===== config.mk =====
export PLATFORM = sky130hd
export DESIGN_NAME = dht11_emulador
export DESIGN_NICKNAME = d
export VERILOG_FILES = /design/src/rtl/dht11_emulador.sv
export SDC_FILE = /design/constraint.sdc
export NUM_CORES = 1
export LEC_CHECK = 0
export CAP_MARGIN = 40
export CORE_MARGIN = 3
export CORE_UTILIZATION = 58
export DETAILED_ROUTE_END_ITERATION = 6
export GPL_TIMING_DRIVEN = 0
export PLACE_DENSITY = 0.81
export SLEW_MARGIN = 10
export SYNTH_ARGS = -nofsm -noshare
export SYNTH_HDL_FRONTEND = slang
export SYNTH_SLANG_ARGS = --single-unit

===== constraint.sdc =====
create_clock -name clock -period 4.4 [get_ports clock]
set_clock_uncertainty 0.15 [all_clocks]
set_input_delay 0.66 -clock clock [delete_from_list [all_inputs] [get_ports clock]]
set_output_delay 0.66 -clock clock [all_outputs]
set_load 0.01 [all_outputs]

===== src/rtl/dht11_emulador.sv =====
// DHT11 responder: detects the host start pulse, answers with the presence
// sequence and shifts out a 40-bit humidity/temperature/checksum frame.
module dht11_emulador #(
    parameter int CICLOS_US      = 50,
    parameter int T_START_MIN_US = 18000,
    parameter int T_ESPERA_US    = 30,
    parameter int T_RESP_US      = 80,
    parameter int T_BIT_BAIXO_US = 50,
    parameter int T_BIT0_US      = 27,
    parameter int T_BIT1_US      = 70
) (
    input  logic       clock,
    input  logic       reset,
    input  logic       habilita,
    input  logic [7:0] umidade_int,
    input  logic [7:0] umidade_dec,
    input  logic [7:0] temperatura_int,
    input  logic [7:0] temperatura_dec,
    input  logic       erro_checksum,
    input  logic       dht_in,
    output logic       dht_drive_low,
    output logic       ocupado,
    output logic       pronto,
    output logic [3:0] db_estado
);

    localparam int CW = (CICLOS_US > 1) ? $clog2(CICLOS_US) : 1;

    typedef enum logic [3:0] {
        OCIOSO     = 4'd0,
        MEDE_START = 4'd1,
        ESPERA     = 4'd2,
        RESP_BAIXO = 4'd3,
        RESP_ALTO  = 4'd4,
        BIT_BAIXO  = 4'd5,
        BIT_ALTO   = 4'd6,
        FIM_BAIXO  = 4'd7,
        FIM        = 4'd8
    } estado_t;

    estado_t       estado;
    estado_t       prox;
    logic          sinc1;
    logic          b;
    logic [CW-1:0] cnt_ciclo;
    logic [15:0]   cnt_us;
    logic [15:0]   dur_us;
    logic [39:0]   quadro;
    logic [5:0]    indice;
    logic [7:0]    soma;
    logic [7:0]    checksum;
    logic          tick;
    logic          expirou;

    always_ff @(posedge clock or negedge reset) begin
        if (!reset) begin
            sinc1 <= 1'b1;
            b     <= 1'b1;
        end else begin
            sinc1 <= dht_in;
            b     <= sinc1;
        end
    end

    assign soma     = umidade_int + umidade_dec + temperatura_int + temperatura_dec;
    assign checksum = erro_checksum ? ~soma : soma;
    assign tick     = (cnt_ciclo == CW'(CICLOS_US - 1));
    assign expirou  = tick && (cnt_us == dur_us - 16'd1);

    always_comb begin
        dur_us = 16'd0;
        case (estado)
            ESPERA:                dur_us = 16'(T_ESPERA_US);
            RESP_BAIXO, RESP_ALTO: dur_us = 16'(T_RESP_US);
            BIT_BAIXO, FIM_BAIXO:  dur_us = 16'(T_BIT_BAIXO_US);
            BIT_ALTO:              dur_us = quadro[39] ? 16'(T_BIT1_US) : 16'(T_BIT0_US);
            default:               dur_us = 16'd0;
        endcase
    end

    // b is only consulted while idle or measuring, so our own drive cannot retrigger
    always_comb begin
        prox = estado;
        case (estado)
            OCIOSO:     if (habilita && !b) prox = MEDE_START;
            MEDE_START: begin
                if (!habilita)
                    prox = OCIOSO;
                else if (b)
                    prox = (cnt_us >= 16'(T_START_MIN_US)) ? ESPERA : OCIOSO;
            end
            ESPERA:     if (expirou) prox = RESP_BAIXO;
            RESP_BAIXO: if (expirou) prox = RESP_ALTO;
            RESP_ALTO:  if (expirou) prox = BIT_BAIXO;
            BIT_BAIXO:  if (expirou) prox = BIT_ALTO;
            BIT_ALTO:   if (expirou) prox = (indice == 6'd39) ? FIM_BAIXO : BIT_BAIXO;
            FIM_BAIXO:  if (expirou) prox = FIM;
            FIM:        prox = OCIOSO;
            default:    prox = OCIOSO;
        endcase
    end

    always_ff @(posedge clock or negedge reset) begin
        if (!reset) begin
            estado    <= OCIOSO;
            cnt_ciclo <= '0;
            cnt_us    <= '0;
            quadro    <= '0;
            indice    <= '0;
        end else begin
            estado <= prox;
            // Timers restart on every state entry; the us count saturates for a held-low bus
            if (prox != estado) begin
                cnt_ciclo <= '0;
                cnt_us    <= '0;
            end else if (tick) begin
                cnt_ciclo <= '0;
                if (cnt_us != 16'hFFFF)
                    cnt_us <= cnt_us + 16'd1;
            end else begin
                cnt_ciclo <= cnt_ciclo + CW'(1);
            end
            if (estado == MEDE_START && prox == ESPERA) begin
                quadro <= {umidade_int, umidade_dec, temperatura_int, temperatura_dec, checksum};
                indice <= '0;
            end else if (estado == BIT_ALTO && prox != BIT_ALTO) begin
                quadro <= {quadro[38:0], 1'b0};
                indice <= indice + 6'd1;
            end
        end
    end

    assign dht_drive_low = (estado == RESP_BAIXO) || (estado == BIT_BAIXO) || (estado == FIM_BAIXO);
    assign ocupado       = (estado >= ESPERA) && (estado <= FIM_BAIXO);
    assign pronto        = (estado == FIM);
    assign db_estado     = estado;

endmodule


==> flow_summary_export.csv <==
group,metric,value,unit
worst_setup_path,critPathMaxFanout,9,
worst_setup_path,worstRegToRegCells,13,
timing,worst_slew_pin_slew,0.6384,ns
worst_setup_path,critPathSlowestCell,"or4_4",
timing,rsz0062_at_grt,"false",
cells_and_area,nets,598,
drt,postRouteAntennaNets,0,
worst_setup_path,crit_buf_inv,1,
drt,num_vias,3925,
placed_design,dp_hpwl,8372,um
worst_setup_path,start_kind,"register",
floorplan,rows,31,
clock_network,cts_buffer_depth,2,
synth,ys_seq_elements,74,
timing,fin_crit,4.139,ns
synth,synth_cells,478,
grt,grt_pass1_vias,3781,
worst_setup_path,crit_chain,"nand2b_1 > buf_2 > or3_1 > ha_1 > and2_1 > ha_1 > xor2_1 > nand4_1 > or4_4 > nor3_2 > mux2_2 > a21boi_0 > mux2i_1",
grt,grt_overflow,0,
clock_network,clk_pin_slew,0.08,ns
synth,synth_cell_types,61,
grt,antenna_found_initial,0,
cells_and_area,area_delta_synth_final,17.41,%
floorplan,die_y,94.63,um
power,peakVddDrop,0.2095,mV
floorplan,core_area,7447,um2
timing,max_freq,241.6,MHz
timing,final.period_utilization,0.9407,
status,status,"completed",
run,maxCapViolCount,0,
power,power_density,283.6,nW/um2
floorplan,die_w,94.63,um
cells_and_area,drive_gt1_frac,0.08364,
synth,syn_area_per_cell,9.531,um2
drt,drcViolationCount,0,
worst_setup_path,cp_slowest_stage_delay,0.58,ns
cells_and_area,final_cell_mix,"dfrtp_1 (72), nand2_1 (53), nor2_1 (48)",
worst_setup_path,worst-path-stages,13,
clock_network,cts_buffers,9,
clock_network,numClockSinks,74,
drt,vias_per_cell,6.162,
drt,drtIter0Drc,394,
synth,seq_area_frac_synth,0.4070,
clock_network,root_buffer,"clkbuf_8",
floorplan,start_util,0.6117,
worst_setup_path,crit_family,"simple AND/OR/NAND/NOR gates",
worst_setup_path,crit_arrival,4.27,ns
power,p_leak,2.206,nW
synth,synth-main-ff-cell,"dfrtp_1",
worst_setup_path,critPathCaptureType,"register",
clock_network,clk_latency,0.35,ns
clock_network,cts_tree,"built",
worst_setup_path,crit_top_cell,"ha_1",
drt,wire_per_inst,17.72,um
floorplan,io_pins,44,
grt,grt_max_degree,48,
placed_design,place_congestion,0.9276,
synth,synthesis.area,4556,um2
drt,wl,11290,um
cells_and_area,diodes,0,
worst_setup_path,worstPathRequired,4.53,ns
timing,slew_headroom,0.5744,
synth,synth-async-reset-ratio,1.000,
synth,syn-num-nets,543,
synth,ys_warn_count,0,
hold_path,hold_path_class,"in -> async",
synth,synth_edf_count,0,
worst_setup_path,path_class,"reg -> reg",
floorplan,dieArea,8954,um2
cells_and_area,final_area,5349,um2
timing,finalSetupViolCount,0,
timing,maxSlewViolCount,0,
placed_design,place_area,5130,um2
cells_and_area,final_common_cell,"dfrtp_1",
drt,dr.pass1.iters,7,
grt,grt_usage,0.2672,
timing,finalHoldViolations,0,
timing,setup_tns,0,ns
clock_network,h-tree-depth,3,
placed_design,port_buffers,42,
grt,grt_pass1_wl,18540,um
-- cell usage after synthesis (7+ instances only) --
cell type | n | share of area
ha_1 | 14 | 0.038
dfrtp_1 | 72 | 0.40
inv_1 | 9 | 0.0074
a22oi_1 | 33 | 0.054
a21o_1 | 7 | 0.012
nand3_1 | 9 | 0.0099
clkbuf_1 | 15 | 0.012
a21oi_1 | 12 | 0.013
nand2_1 | 53 | 0.044
nor3_1 | 15 | 0.016
o21ai_1 | 7 | 0.0077
buf_2 | 8 | 0.0088
o21ai_0 | 34 | 0.037
nor2_1 | 48 | 0.040
fa_1 | 14 | 0.062
xor2_1 | 22 | 0.042
nand4_1 | 11 | 0.015
xnor2_1 | 22 | 0.042
-- metal layers --
| metal | GRT usage | share of wire |
|---|---|---|
| met3 | 0.04223 | 0.066 |
| met4 | 0.07692 | 0.016 |
| met5 | 0 | 0 |
| met2 | 0.4363 | 0.48 |
| met1 | 0.3707 | 0.43 |
-- metrics by stage --
step                      utilization  setup WS, ns  total power [mW]  hold WS [ns]  instances
after floorplan                     -        0.6044            0.8575        0.1952        478
after global placement         0.6848      -0.04905            0.9386        0.1959        619
after detailed placement       0.6888       0.04413            0.9508        0.2102        621
after CTS                      0.7174        0.2458             1.526       0.07442        637
after global routing           0.7182       0.02980             1.583       0.07771        637
final                          0.7182        0.2611             1.517       0.06391        637
-- flip-flops by register name (all words and copies together) (netlist names) --
signal     flops
b              1
db_estado      4
sinc1          1
indice         6
cnt_us        16
quadro        40
cnt_ciclo      6
-- layout make-up --
cell class / instances / area, um2
Tap cell: 99 / 123.9
Multi-Input combinational cell: 365 / 2524
Timing Repair Buffer: 44 / 450.4
Buffer: 29 / 146.4
Clock inverter: 5 / 81.33
Clock buffer: 11 / 131.4
Sequential cell: 74 / 1854
Inverter: 10 / 37.54
Fill cell: 570 / 2098
-- path summary, 6_finish.rpt --
path / to / from / slack (ns)
max: indice[3] / db_estado[3] / 0.26
min: cnt_us[6] / reset / 0.06
max reg2reg: indice[3] / db_estado[3] / 0.26
min reg2reg: b / sinc1 / 0.24
max in group asynchronous: b / reset / 3.43
min in group clock: b / sinc1 / 0.24
-- kinds of logic after synthesis --
| kind of cell | count (synthesis) | share of synthesized area |
|---|---|---|
| AND/OR/NAND/NOR | 169 | 0.1769 |
| flip-flops | 74 | 0.4070 |
| buffers and inverters | 39 | 0.04037 |
| AO/OA/AOI/OAI | 120 | 0.1818 |
| adder cells (fa/ha/maj) | 28 | 0.09997 |
| multiplexers | 4 | 0.009338 |
| XOR/XNOR | 44 | 0.08459 |
-- repair_timing --
| item | CTS | global route |
|---|---|---|
| endpoints found under the hold margin | 0 | 0 |
| hold buffers | 0 | 0 |
| resized for setup | 0 | 1 |
| endpoints found under the setup margin | 0 | 25 |
| buffers inserted | 0 | 0 |
-- power by group --
group | switching (mW) | total, mW | internal, mW
clock | 0.258 | 0.578 | 0.320
combinational | 0.126 | 0.257 | 0.131
sequential | 0.000553 | 0.682 | 0.681
(Power assumes the default switching activity.)
